`config.mk`:
```
export PLATFORM = sky130hd
export DESIGN_NAME = ps2_kbd_tx
export DESIGN_NICKNAME = d
export VERILOG_FILES = /design/src/rtl/ps2_kbd_tx.sv
export SDC_FILE = /design/constraint.sdc
export NUM_CORES = 1
export LEC_CHECK = 0
export CAP_MARGIN = 15
export CORE_MARGIN = 2
export CORE_UTILIZATION = 35
export CTS_CLUSTER_SIZE = 14
export DETAILED_ROUTE_END_ITERATION = 7
export PLACE_DENSITY = 0.55
export SYNTH_ARGS = -nofsm -noshare
export SYNTH_HDL_FRONTEND = slang
export SYNTH_SLANG_ARGS = --single-unit
```
`constraint.sdc`:
```
create_clock -name clk_sys -period 2.7 [get_ports clk_sys]
set_clock_uncertainty 0.2 [all_clocks]
set_input_delay 0.54 -clock clk_sys [delete_from_list [all_inputs] [get_ports clk_sys]]
set_output_delay 0.54 -clock clk_sys [all_outputs]
set_load 0.05 [all_outputs]
```
`src/rtl/ps2_kbd_tx.sv`:
```
// PS/2 device-side transmitter: queues scancode bytes in a small FIFO and
// serialises each as an 11-bit PS/2 frame timed from clk_sys.
module ps2_kbd_tx #(
  parameter int unsigned HALF_PERIOD = 1600,
  parameter int unsigned GAP_CYCLES  = 9600,
  parameter int unsigned FIFO_AW     = 2
) (
  input  logic       clk_sys,
  input  logic       reset,
  input  logic [7:0] din,
  input  logic       din_valid,
  output logic       din_ready,
  output logic       ps2_clk,
  output logic       ps2_data,
  output logic       busy
);

  localparam int unsigned DEPTH   = 1 << FIFO_AW;
  localparam int unsigned LVL_W   = FIFO_AW + 1;
  localparam int unsigned MAX_CNT = (HALF_PERIOD > GAP_CYCLES) ? HALF_PERIOD : GAP_CYCLES;
  localparam int unsigned CNT_W   = (MAX_CNT > 1) ? $clog2(MAX_CNT) : 1;
  localparam logic [CNT_W-1:0] HALF_M1 = CNT_W'(HALF_PERIOD - 1);
  localparam logic [CNT_W-1:0] GAP_M1  = CNT_W'(GAP_CYCLES - 1);
  localparam logic [3:0]       LAST_IDX = 4'd10;

  typedef enum logic [1:0] {S_IDLE, S_HIGH, S_LOW, S_GAP} state_t;

  // FIFO storage and pointers
  logic [7:0]         mem [DEPTH];
  logic [FIFO_AW-1:0] wr_ptr, rd_ptr;
  logic [LVL_W-1:0]   level;
  logic               push_c, pop_c;
  logic [7:0]         head_c;

  assign din_ready = (level != LVL_W'(DEPTH));
  assign push_c    = din_valid & din_ready;
  assign head_c    = mem[rd_ptr];

  always_ff @(posedge clk_sys) begin
    if (push_c) mem[wr_ptr] <= din;
  end

  always_ff @(posedge clk_sys or posedge reset) begin
    if (reset) begin
      wr_ptr <= '0;
      rd_ptr <= '0;
      level  <= '0;
    end else begin
      if (push_c) wr_ptr <= wr_ptr + FIFO_AW'(1);
      if (pop_c)  rd_ptr <= rd_ptr + FIFO_AW'(1);
      case ({push_c, pop_c})
        2'b10:   level <= level + LVL_W'(1);
        2'b01:   level <= level - LVL_W'(1);
        default: level <= level;
      endcase
    end
  end

  // Frame sequencer state
  state_t           state, state_d;
  logic [CNT_W-1:0] cnt, cnt_d;
  logic [3:0]       idx, idx_d;
  logic [9:0]       shreg, shreg_d;
  logic             clk_d, data_d, busy_d;

  always_ff @(posedge clk_sys or posedge reset) begin
    if (reset) begin
      state    <= S_IDLE;
      cnt      <= '0;
      idx      <= '0;
      shreg    <= '0;
      ps2_clk  <= 1'b1;
      ps2_data <= 1'b1;
      busy     <= 1'b0;
    end else begin
      state    <= state_d;
      cnt      <= cnt_d;
      idx      <= idx_d;
      shreg    <= shreg_d;
      ps2_clk  <= clk_d;
      ps2_data <= data_d;
      busy     <= busy_d;
    end
  end

  // shreg holds the bits still to go after start: d[7:0], odd parity, stop
  always_comb begin
    state_d = state;
    cnt_d   = cnt;
    idx_d   = idx;
    shreg_d = shreg;
    clk_d   = ps2_clk;
    data_d  = ps2_data;
    busy_d  = busy;
    pop_c   = 1'b0;
    case (state)
      S_IDLE: begin
        if (level != '0) begin
          pop_c   = 1'b1;
          shreg_d = {1'b1, ~^head_c, head_c};
          idx_d   = '0;
          data_d  = 1'b0;
          busy_d  = 1'b1;
          cnt_d   = HALF_M1;
          state_d = S_HIGH;
        end
      end
      S_HIGH: begin
        if (cnt == '0) begin
          clk_d   = 1'b0;
          cnt_d   = HALF_M1;
          state_d = S_LOW;
        end else begin
          cnt_d = cnt - CNT_W'(1);
        end
      end
      S_LOW: begin
        if (cnt == '0) begin
          clk_d = 1'b1;
          if (idx < LAST_IDX) begin
            data_d  = shreg[0];
            shreg_d = {1'b0, shreg[9:1]};
            idx_d   = idx + 4'd1;
            cnt_d   = HALF_M1;
            state_d = S_HIGH;
          end else begin
            data_d  = 1'b1;
            cnt_d   = GAP_M1;
            state_d = S_GAP;
          end
        end else begin
          cnt_d = cnt - CNT_W'(1);
        end
      end
      S_GAP: begin
        if (cnt == '0) begin
          busy_d  = 1'b0;
          cnt_d   = '0;
          state_d = S_IDLE;
        end else begin
          cnt_d = cnt - CNT_W'(1);
        end
      end
      default: state_d = S_IDLE;
    endcase
  end

endmodule
```
==> run summary, run 1 <==
The detailed router finished its first iteration with 123 violations. The slowest stage of the critical path belongs to the cell sky130_fd_sc_hd__clkdlybuf4s50_1. The area of all placed cells without fillers came out at approximately 4000 um2.

The total routing usage reported by global routing is about 14%. The height of the chip came out at 103 um. TritonCTS built the clock tree. The area enclosed by the die boundary came out at approximately 11,000 um2. Across the VDD grid, the largest voltage drop is 0.000457 V. The count of yosys warnings during synthesis is 0. Together, buffers and inverters on the worst path number 2. The layout cell share with drive strength beyond 1 is roughly 15%. The fraction of the cycle the final worst path needs is 95.5%. The later pin in the worst-skew pair is clocked with a latency of about 0.35 ns. The final layout contains 332 nets. In this run the mean area of a mapped cell was 12.0 um2. Setup repair after global routing left no endpoint under its margin.

Setup violations remaining at the end of the flow were counted as 0. The tree is rooted in a sky130_fd_sc_hd__clkbuf_8. The total clock sinks came out at between 70 and 80. The number of synthesized register bits came out at 72. The final routed wirelength across all metal layers is approximately 6600 um. The repair_antennas step left the layout with diodes totalling 0. After detailed routing, the number of vias per cell comes to slightly below 5. The total clock buffers created by CTS is 9. The total negative slack for setup checks is 0 ns. The worst setup path is of the register to primary output kind. The distinct cell type count of the synthesized netlist came out at 44.

The number of logic stages on the critical path including buffering came out at 3. The top fanout value on the critical path came out at 6. The min-delay analysis places its worst path in the category register to register. The first-pass GRT wire length came out at roughly 11,000 um. The time the worst path needs with I/O delays and setup is around 2.6 ns.

Counting instances, the worst hold path has a depth of 1. The final HPWL from detailed placement is around 4500 um. The switching component of the power came out at around 0.75 mW. The final routed wire length divided by cell count is approximately 15 um. The congestion estimate from routability-driven global placement came to approximately 0.86. The slew at the pin closest to its max-slew limit came out at around 0.7 ns. Measured on the finished design, the core utilization comes to 41.5%. The worst setup path is captured at a primary output.

The largest buffer count on any clock path came out at 2. The initial utilization of the core area, before any placement, comes to between 30 and 40%. The number of global-route vias before repair is 2,226. The number of primary I/O pins is 15.

The number of instances in the synthesized netlist is approximately 280. The maximum number of pins on one net before global-route repair came out at 25. The area of the mapped netlist is roughly 3400 um2.

The least setup slack across all paths after layout came out at around 0.12 ns. The area used by sequential logic in the layout is between 1500 and 2000 um2. The combinational power share is around 16%. Max-cap violations in this run came to 0. The buffers inserted during post-CTS setup optimization came out at 0. The post-detailed-route DRC marker count is 0.

The quantity of hold-fixing buffers added after cts came out at 0. The synthesized net count came out at 304. The design draws about 2.7 mW. The core region area is 9590 um2.

The total via count in the routed design is about 2,200. The kind of cell with the highest combined delay along the critical path is buffers and inverters. Measured in cells, the most critical reg-to-reg path has a length of 7. Measured against its own limit, the worst slew margin works out to 51.8%. Net switching is between 20% and 30% of the power. The number of fill cells came out at between 900 and 1,000. The portion of total power attributed to the clock network came out at 34.1%. The delay of the slowest cell on the worst path is 0.84 ns. The antenna violation net count after detailed routing came out at 0. The minimum setup slack after placement is approximately 0.16 ns.

In this run the horizontal extent of the chip is 103 um. The CTS H-tree depth is 3. The dominant synthesized flop cell is sky130_fd_sc_hd__dfrtp_1. The count of buffers inserted at the top-level ports is 14. Relative to the synthesized area, the layout overhead comes to 16.8%. Clock-pin slew was measured on the worst setup and hold paths at about 0.09 ns. The count of cells resized by post-cts repair is 0. The number of antenna violations at the first check in global routing came out at 0. The sequential group share of total power is approximately half.

The leakage power came out at about 1.6 nW. The flow ran to the end, and the final reports show no timing, DRC or antenna violations. Internal power comes to around 1.9 mW. Walking the worst path, the cells encountered are inv_1, nand3_1, clkdlybuf4s50_1. The element type at the critical path start is a register. The register area share after synthesis came out at between 50% and 60%.

The multi-input gate area in the final layout came out at 1330 um2. The proportion of synthesized flip-flops having asynchronous set or reset came out at a little under three fifths. The endpoint required time on the critical path is approximately 2.0 ns. The hold violation count in the final report is 0. The number of core rows came out at 36. The final-report max-slew violation count is 0. The number of synthesized flops with an enable pin came out at 32. The power density relative to cell area came out at 670 nW/um2. The timing-limited maximum frequency is 388 MHz.

The worst endpoint data arrival time came out at 1.84 ns. The leftover overflow at the end of global routing is 0. The post-placement cell area came out at 3780 um2. The first-pass iteration count of the detailed router is 4.
## layout by cell type (no fill, tap or decap), types with 3 or more instances in the layout
cell type	n
sky130_fd_sc_hd__a211o_1	3
sky130_fd_sc_hd__a21o_1	3
sky130_fd_sc_hd__a21oi_1	13
sky130_fd_sc_hd__a311oi_1	3
sky130_fd_sc_hd__and3_1	5
sky130_fd_sc_hd__buf_4	11
sky130_fd_sc_hd__clkbuf_8	9
sky130_fd_sc_hd__clkdlybuf4s50_1	14
sky130_fd_sc_hd__dfrtp_1	38
sky130_fd_sc_hd__edfxtp_1	32
sky130_fd_sc_hd__ha_1	8
sky130_fd_sc_hd__inv_1	14
sky130_fd_sc_hd__inv_6	3
sky130_fd_sc_hd__mux2i_1	9
sky130_fd_sc_hd__mux4_2	8
sky130_fd_sc_hd__nand2_1	23
sky130_fd_sc_hd__nand3_1	5
sky130_fd_sc_hd__nor2_1	24
sky130_fd_sc_hd__nor3_1	10
sky130_fd_sc_hd__nor4_1	4
sky130_fd_sc_hd__o21ai_0	30
sky130_fd_sc_hd__xnor2_1	8
sky130_fd_sc_hd__xor2_1	4
## worst paths after layout
kind,from,to,slack (ns)
max,level[0]$_DFFE_PP0P_,din_ready,0.12
min reg2reg,shreg[9]$_DFFE_PP0P_,shreg[9]$_DFFE_PP0P_,0.29
min in group asynchronous,reset,cnt[8]$_DFFE_PP0N_,0.32
min,shreg[9]$_DFFE_PP0P_,shreg[9]$_DFFE_PP0P_,0.29
max reg2reg,cnt[0]$_DFFE_PP0N_,shreg[8]$_DFFE_PP0P_,0.26
max in group asynchronous,reset,shreg[6]$_DFFE_PP0P_,1.45
## power groups by stage
stage                     combinational, mW  clock, mW  sequential (mW)
after floorplan                       0.311          0             1.35
after global placement                0.428          0             1.36
after detailed placement              0.431          0             1.36
after CTS                             0.433      0.941             1.34
after global routing                  0.471      0.979             1.35
final                                 0.421      0.912             1.34
## cell families after synthesis
kind of cell	Yosys count	share of synthesized area (%)
simple gates	85	12.4
fa+ha+maj	9	3.52
xor+xnor	14	4.03
compound gates	62	11.0
buf+inv	25	3.52
flops	72	57.6
mux	17	7.92
## per-layer routing
metal  part of all wire, %  routed length, um  vias to the layer above  track usage (%)
met2                    46               3090                       37             21.5
li1                      -                  -                     1087                -
met4                   1.2                 78                        0             6.58
met3                   2.5                166                        4             3.39
met5                     0                  0                        -                0
met1                    50               3310                     1060             19.0
## area by class of cell
| cell class | instances | share of cell area [%] |
|---|---|---|
| sequential | 72 | 49.3 |
| multi-input combinational | 187 | 33.3 |
| timing repair buffer | 27 | 6.59 |
| tap | 133 | 4.17 |
| clock buffer | 9 | 3.11 |
| clock inverter | 7 | 2.13 |
| inverter | 15 | 1.41 |
## registers in the layout, indices dropped and copies added, names as in the netlist
| register | count |
|---|---|
| busy | 1 |
| wr_ptr | 2 |
| mem | 32 |
| idx | 4 |
| level | 3 |
| cnt | 14 |
| ps2_data | 1 |
| ps2_clk | 1 |
| state | 2 |
| rd_ptr | 2 |
| shreg | 10 |
## per-stage QoR
step	hold WS, ns	cells
2_1_floorplan	0.241	284
3_3_place_gp	0.264	434
3_5_place_dp	0.266	434
4_1_cts	0.286	450
5_1_grt	0.313	450
6_report	0.289	450
## cell usage after synthesis, types with 2 or more instances
cell,instances,share of area (%)
sky130_fd_sc_hd__dfrtp_1,38,28
sky130_fd_sc_hd__edfxtp_1,32,28
sky130_fd_sc_hd__o21ai_0,30,4.4
sky130_fd_sc_hd__nor2_1,24,2.6
sky130_fd_sc_hd__nand2_1,23,2.5
sky130_fd_sc_hd__inv_1,15,1.7
sky130_fd_sc_hd__a21oi_1,13,1.9
sky130_fd_sc_hd__nor3_1,10,1.5
sky130_fd_sc_hd__mux2i_1,9,2.6
sky130_fd_sc_hd__ha_1,8,2.9
sky130_fd_sc_hd__mux4_2,8,5.3
sky130_fd_sc_hd__xnor2_1,8,2.1
sky130_fd_sc_hd__clkbuf_1,6,0.66
sky130_fd_sc_hd__and3_1,5,0.92
sky130_fd_sc_hd__nand3_1,5,0.73
sky130_fd_sc_hd__nor4_1,4,0.73
sky130_fd_sc_hd__xor2_1,4,1.0
sky130_fd_sc_hd__a211o_1,3,0.77
sky130_fd_sc_hd__a21o_1,3,0.66
sky130_fd_sc_hd__a311oi_1,3,0.77
sky130_fd_sc_hd__and2_1,2,0.37
sky130_fd_sc_hd__buf_6,2,0.66
sky130_fd_sc_hd__dfstp_2,2,1.5
sky130_fd_sc_hd__nand2b_1,2,0.37
sky130_fd_sc_hd__nor3_2,2,0.59
sky130_fd_sc_hd__o211a_1,2,0.59
sky130_fd_sc_hd__o31ai_1,2,0.44
sky130_fd_sc_hd__or3_1,2,0.37
sky130_fd_sc_hd__xnor2_2,2,0.95
Power figures use the tool's default switching activity.
==> inputs of run 2 (changes only) <==
SETUP_SLACK_MARGIN = 0.2   (was default)
==> run summary, run 2 (same netlist as run 1, synthesis figures left out) <==
The run finished with clean final reports. The first-pass iteration count of the detailed router is 4 (unchanged). The worst setup path is launched from a register. The timing-limited maximum frequency came out at 412 MHz (+6.2%). The worst hold path belongs to the class register to register.

The portion of total power attributed to the clock network is 33.9% (-0.2 points). The register name with the most flops is mem. The max-capacitance violation count was 0 (unchanged). The clock-pin slew on the worst setup and hold paths came out at 0.08 ns (about the same). The setup path with the least slack is of type register to primary output. The startpoint identified for the worst hold timing path is shreg[1]$_DFFE_PP0P_.

The top fanout value on the critical path is 3 (-3). Setup repair after global routing left no endpoint under its margin. The buffers inserted during post-CTS setup optimization was 0 (unchanged). The post-placement cell area came out at 3770 um2 (-0.13%). The leakage power is 1.62 nW (about the same). The layout cell share with drive strength beyond 1 came out at 16.0% (+1.5 points). The kind of cell with the highest combined delay along the critical path is buffers and inverters. The number of buffers and inverters on the critical path came out at 1 (-1). The number of fill cells is 931 (+2.8%). The count of routing violations after the opening detailed-route iteration came to 61 (-50%).

The maximum number of pins on one net before global-route repair came out at 41 (+64%). STA classifies the critical path endpoint as a primary output. The total clock buffers created by CTS is 9 (unchanged). The final routed wirelength across all metal layers came out at 6620 um (-0.29%). The library cells used most frequently in the layout, excluding fill and tap cells, are sky130_fd_sc_hd__dfrtp_1, sky130_fd_sc_hd__edfxtp_1, sky130_fd_sc_hd__o21ai_0. The area enclosed by the die boundary is 10,600 um2 (unchanged). For hold timing, the worst endpoint is shreg[1]$_DFFE_PP0P_.

The final HPWL from detailed placement is 4480 um (-1.4%). The flip-flop count of the largest register, all copies and words added is 32 (unchanged). The final routed wire length divided by cell count is 14.6 um (-0.73%). The number of cells traversed by the worst register-to-register path is 7 (unchanged). The number of nets in the final layout came out at 334 (+0.60%). The flop-to-flop setup slack came to 0.36 ns (+0.10 ns). The worst endpoint data arrival time came to 1.69 ns (-0.15 ns). The slowest stage of the critical path is the sky130_fd_sc_hd__clkdlybuf4s50_1 cell. The total routing usage reported by global routing came out at 14.1% (+0.025 points). The commonest non-fill, non-tap cell in the layout is sky130_fd_sc_hd__dfrtp_1. The growth of design area from synthesis to finish came out at 17.1%. The slew at the pin closest to its max-slew limit is 0.527 ns (-0.191 ns).

The latest clock arrival within the worst-skew pair came out at 0.35 ns (about the same). The area used by sequential logic in the layout came out at 1960 um2 (unchanged). The hold violation count in the final report came out at 0 (unchanged).

The antenna violation net count after detailed routing came out at 0 (unchanged). The largest registers in the layout are mem: 32 flops, cnt: 14 flops, shreg: 10 flops. The worst slew margin relative to its limit was 64.8% (+13 points). The startpoint identified for the worst register-to-register timing path is cnt[0]$_DFFE_PP0N_. The multi-input gate area in the final layout is 1350 um2 (+1.5%). The total via count in the routed design came to 2,241 (+2.4%). The initial cell density of the core came out at 35.6% (unchanged). The largest buffer count on any clock path is 2 (unchanged). The final-report max-slew violation count was 0 (unchanged). The count of buffers inserted at the top-level ports is 14 (unchanged). The sequential group share of total power was 50.3% (+0.2 points). The leftover overflow at the end of global routing came to 0 (unchanged). The number of antenna violations at the first check in global routing is 0 (unchanged). The clock root buffer master is sky130_fd_sc_hd__clkbuf_8.

The combinational power share came out at 15.8% (about the same). The cell count of the worst hold path came out at 2 (+1). The number of core rows came out at 36 (unchanged). The post-detailed-route DRC marker count came out at 0 (unchanged). The time the worst path needs with I/O delays and setup is 2.43 ns (-0.150 ns). The first-pass GRT wire length came out at 11,200 um (+1.3%).

The number of global-route vias before repair is 2,256 (+1.3%). The endpoint required time on the critical path is 1.96 ns (about the same). The core region area is 9590 um2 (unchanged). The area of all placed cells without fillers came out at 4000 um2 (+0.22%).

The die width was 103 um (unchanged). The endpoint identified for the worst register-to-register timing path is shreg[8]$_DFFE_PP0P_. The final RePlAce weighted congestion was 0.775 (-10%).

The worst ir drop on vdd is 0.000404 V (-12%). The fraction of the cycle the final worst path needs is 90.0% (-5.6 points). The number of antenna diodes is 0 (unchanged). The number of primary I/O pins came out at 15 (unchanged). The internal power consumption is 1.91 mW (-0.24%). The total clock sinks came out at 72 (unchanged). The power density relative to cell area came out at 667 nW/um2 (-0.40%).

The ratio of routed vias to standard cells came to 4.96 (+2.0%). The height of the chip is 103 um (unchanged). The switching component of the power came out at 0.754 mW (about the same). The final setup violation count came out at 0 (unchanged).

Traced cell by cell, the critical path runs through clkdlybuf4s50_1. TritonCTS built the clock tree. The total negative slack for setup checks is 0 ns (unchanged).

The CTS H-tree depth came to 3 (unchanged). The switching part of the total came to 28.3% (+0.042 points). The delay of the slowest cell on the worst path is 0.79 ns (-0.05 ns).
-- run 2: cell types whose count changed in the layout (fill, tap and decap cells not counted), sizes merged --
cell and delta:
buf +2, clkdlybuf4s50 -1, clkinv -1, dlygate4sd2 +1, inv +1
-- run 2: stage by stage --
step	hold slack (ns)	util [%]	power [mW]	setup slack, ns	cells
after floorplan	0.241	-	1.66	0.293	284
after global placement	0.268	39.3	1.79	0.198	436
after detailed placement	0.259	39.3	1.80	0.139	436
after CTS	0.286	41.5	2.71	0.238	452
after global routing	0.311	41.6	2.81	0.204	452
final	0.283	41.6	2.67	0.271	452
-- run 2: repair_timing --
action                                  4_1_cts  5_1_grt
resized for setup                             1        3
pin swaps                                     0        0
endpoints found under the setup margin        1        4
hold buffers                                  0        0
-- run 2: worst max-delay path by stage --
stage,startpoint,endpoint,slack [ns],cells after the start
6_report,ps2_clk$_DFFE_PP1P_,ps2_clk,0.27,1
5_1_grt,cnt[0]$_DFFE_PP0N_,cnt[10]$_DFFE_PP0N_,0.20,9
4_1_cts,ps2_clk$_DFFE_PP1P_,ps2_clk,0.24,1
3_5_place_dp,din_valid,level[2]$_DFFE_PP0P_,0.14,9
3_3_place_gp,din_valid,level[2]$_DFFE_PP0P_,0.20,9
2_1_floorplan,state[0]$_DFFE_PP0P_,level[2]$_DFFE_PP0P_,0.29,9
-- run 2: cell type report --
type / instances / area share, %
Tap cell: 133 / 4.17
Multi-Input combinational cell: 187 / 33.7
Timing Repair Buffer: 29 / 6.30
Inverter: 15 / 1.41
Sequential cell: 72 / 49.2
Clock inverter: 7 / 2.13
Clock buffer: 9 / 3.10
-- run 2: power groups by stage --
stage               registers (mW)  clock network (mW)  logic [mW]
detailed placement            1.36                   0       0.435
finish                        1.34               0.904       0.421
global route                  1.35               0.982       0.474
floorplan                     1.35                   0       0.315
CTS                           1.34               0.935       0.432
global placement              1.36                   0       0.428
-- run 2: metal layers --
| metal | share of wire, % | global-route usage [%] | up-vias |
|---|---|---|---|
| li1 | - | - | 1100 |
| met1 | 50 | 19.9 | 1104 |
| met2 | 45 | 20.8 | 33 |
| met3 | 3.3 | 3.73 | 4 |
| met4 | 0.95 | 5.57 | 0 |
| met5 | 0 | 0 | - |
==> inputs of run 3 (changes only) <==
CORE_UTILIZATION = 55   (was 35)
CTS_BUF_LIST = sky130_fd_sc_hd__clkbuf_4   (was default)
PLACE_DENSITY = 0.77   (was 0.55)
SLEW_MARGIN = 20   (was default)
==> run summary, run 3 (same netlist as run 1, synthesis figures left out) <==
The fraction of the cycle the final worst path needs is 86.3% (-3.6 points). The core region area is 5960 um2 (-38%). The latest clock arrival within the worst-skew pair came out at 0.43 ns (+0.08 ns). The leakage power is 1.59 nW (-1.5%). The maximum number of pins on one net before global-route repair was 41 (unchanged).

The clock-pin slew on the worst setup and hold paths came out at 0.14 ns (+0.06 ns). The total negative slack for setup checks was 0 ns (unchanged). Setup repair after global routing left no endpoint under its margin. The height of the chip is 82.8 um (-19%).

The critical path is of the register to register type. The buffers inserted during post-CTS setup optimization came out at 0 (unchanged). The die width was 82.8 um (-19%). The antenna violation net count after detailed routing was 0 (unchanged). The number of global-route vias before repair came out at 2,174 (-3.6%).

The area of all placed cells without fillers came to 3850 um2 (-3.6%). The delay of the slowest cell on the worst path came out at 0.44 ns (-0.35 ns). The power density relative to cell area came out at 644 nW/um2 (-3.5%). The largest buffer count on any clock path is 2 (unchanged). The hold violation count in the final report came out at 0 (unchanged).

The worst ir drop on vdd is 0.000501 V (+24%). The area enclosed by the die boundary is 6850 um2 (-35%). The number of antenna violations at the first check in global routing was 0 (unchanged). The total routing usage reported by global routing is 20.9% (+6.9 points). The final-report max-slew violation count came to 0 (unchanged). The first-pass GRT wire length is 10,400 um (-7.2%). The count of buffers inserted at the top-level ports was 14 (unchanged).

The first-pass iteration count of the detailed router was 5 (+1). The endpoint required time on the critical path is 2.84 ns (+0.88 ns). The post-detailed-route DRC marker count came out at 0 (unchanged). The flow ran to the end, and the final reports show no timing, DRC or antenna violations.

TritonCTS built the clock tree. The final routed wirelength across all metal layers came out at 6190 um (-6.5%). The initial cell density of the core is 57.3% (+22 points). The final routed wire length divided by cell count was 15.8 um (+8.1%).

The final setup violation count came out at 0 (unchanged). The number of antenna diodes is 0 (unchanged). The growth of design area from synthesis to finish came out at 12.9%.

The number of core rows came to 28 (-22%). In the layout the commonest cells are sky130_fd_sc_hd__dfrtp_1, sky130_fd_sc_hd__edfxtp_1, sky130_fd_sc_hd__o21ai_0. The family with the most delay on the worst path is simple AND/OR/NAND/NOR gates.

In the final layout, the registers with the most flip-flops are mem: 32 flops, cnt: 14 flops, shreg: 10 flops. The CTS H-tree depth came to 3 (unchanged). The number of buffers and inverters on the critical path came out at 1 (unchanged).

The number of nets in the final layout is 331 (-0.90%). The post-placement cell area is 3690 um2 (-2.2%). The layout cell share with drive strength beyond 1 came out at 14.9% (-1.1 points). The total clock buffers created by CTS came to 9 (unchanged). The number of primary I/O pins is 15 (unchanged). The count of routing violations after the opening detailed-route iteration is 75 (+23%). On the critical path, the stage with the largest delay is an instance of sky130_fd_sc_hd__a211o_4. The time the worst path needs with I/O delays and setup is 2.33 ns (-0.0983 ns). The critical path goes through inv_1, ha_1, nor4b_2, nand4_2, a211o_4, or3_1, o211a_1. The tree is rooted in a sky130_fd_sc_hd__clkbuf_4. The timing-limited maximum frequency came out at 429 MHz (+4.2%).

The element type at the critical path start is a register. The flip-flop count of the largest register, all copies and words added is 32 (unchanged). The max-capacitance violation count is 0 (unchanged). The slew at the pin closest to its max-slew limit came out at 0.652 ns (+0.125 ns). The top fanout value on the critical path was 14 (+11).

The ratio of routed vias to standard cells is 5.81 (+17%). The commonest non-fill, non-tap cell in the layout is sky130_fd_sc_hd__dfrtp_1. The final HPWL from detailed placement came to 4360 um (-2.7%). Ranked by flip-flop count, first place goes to mem. The final RePlAce weighted congestion was 0.852 (+9.9%). The worst setup path is captured at a register. The min-delay analysis places its worst path in the category register to register. The total via count in the routed design is 2,273 (+1.4%).

The total clock sinks came out at 72 (unchanged). The worst endpoint data arrival time was 2.47 ns (+0.78 ns). The leftover overflow at the end of global routing is 0 (unchanged). The worst slew margin relative to its limit came out at 56.3% (-8.5 points).
-- run 3: cell count changes in the layout (fill, tap and decap cells not counted), sizes merged --
cell	before	now
inv	19	17
clkinvlp	0	1
dlygate4sd2	1	3
buf	15	12
clkinv	2	3
clkdlybuf4s50	13	11
-- run 3: worst min-delay path: cells and delay by family, from the launching register on --
family           cells  cell delay (ns)
AO/OA/AOI/OAI        1             0.06
AND/OR/NAND/NOR      1             0.04
flip-flops           1             0.36
-- run 3: power by group --
group	leakage, nW	internal [mW]	switching, mW
clock network	0.0799	0.299	0.431
logic	0.753	0.170	0.240
registers	0.762	1.29	0.0526
total	1.59	1.76	0.723
-- run 3: area by class of cell --
cell class                 count  area [um2]
fill                         483        2100
sequential                    72        1960
multi-input combinational    187        1340
timing repair buffer          26         239
tap                           75        93.8
clock inverter                 7        88.8
clock buffer                   9        67.6
inverter                      15        56.3
-- run 3: final timing paths --
kind	from	end	slack [ns]	cells past startpoint
setup reg to reg	cnt[0]$_DFFE_PP0N_	shreg[8]$_DFFE_PP0P_	0.37	7
max in group asynchronous	reset	ps2_data$_DFFE_PP1P_	1.61	3
hold / removal	shreg[3]$_DFFE_PP0P_	shreg[3]$_DFFE_PP0P_	0.30	2
setup / recovery	cnt[0]$_DFFE_PP0N_	shreg[8]$_DFFE_PP0P_	0.37	7
min in group asynchronous	reset	cnt[8]$_DFFE_PP0N_	0.31	3
hold reg to reg	shreg[3]$_DFFE_PP0P_	shreg[3]$_DFFE_PP0P_	0.30	2
-- run 3: through the flow --
| step | util [%] | setup WS [ns] | std cells | total power, mW | hold WS (ns) |
|---|---|---|---|---|---|
| after floorplan | - | 0.293 | 284 | 1.66 | 0.241 |
| after global placement | 62.0 | 0.203 | 375 | 1.76 | 0.262 |
| after detailed placement | 62.0 | 0.129 | 375 | 1.79 | 0.264 |
| after CTS | 64.5 | 0.304 | 391 | 2.50 | 0.296 |
| after global routing | 64.7 | 0.221 | 391 | 2.60 | 0.321 |
| final | 64.7 | 0.369 | 391 | 2.48 | 0.296 |
-- run 3: metal layers --
metal  track usage [%]  vias to the layer above  wire, um
met5                 0                        -         0
met4              8.85                        0       116
met3              3.91                       11       253
met2              33.5                       56      3010
met1              28.3                     1115      2800
li1                  -                     1091         -
-- run 3: repair_timing --
action                     CTS  global route
resized for setup            3             2
hold buffers                 0             0
pin swaps                    0             0
setup endpoints to repair    3             4
hold endpoints to repair     0             0
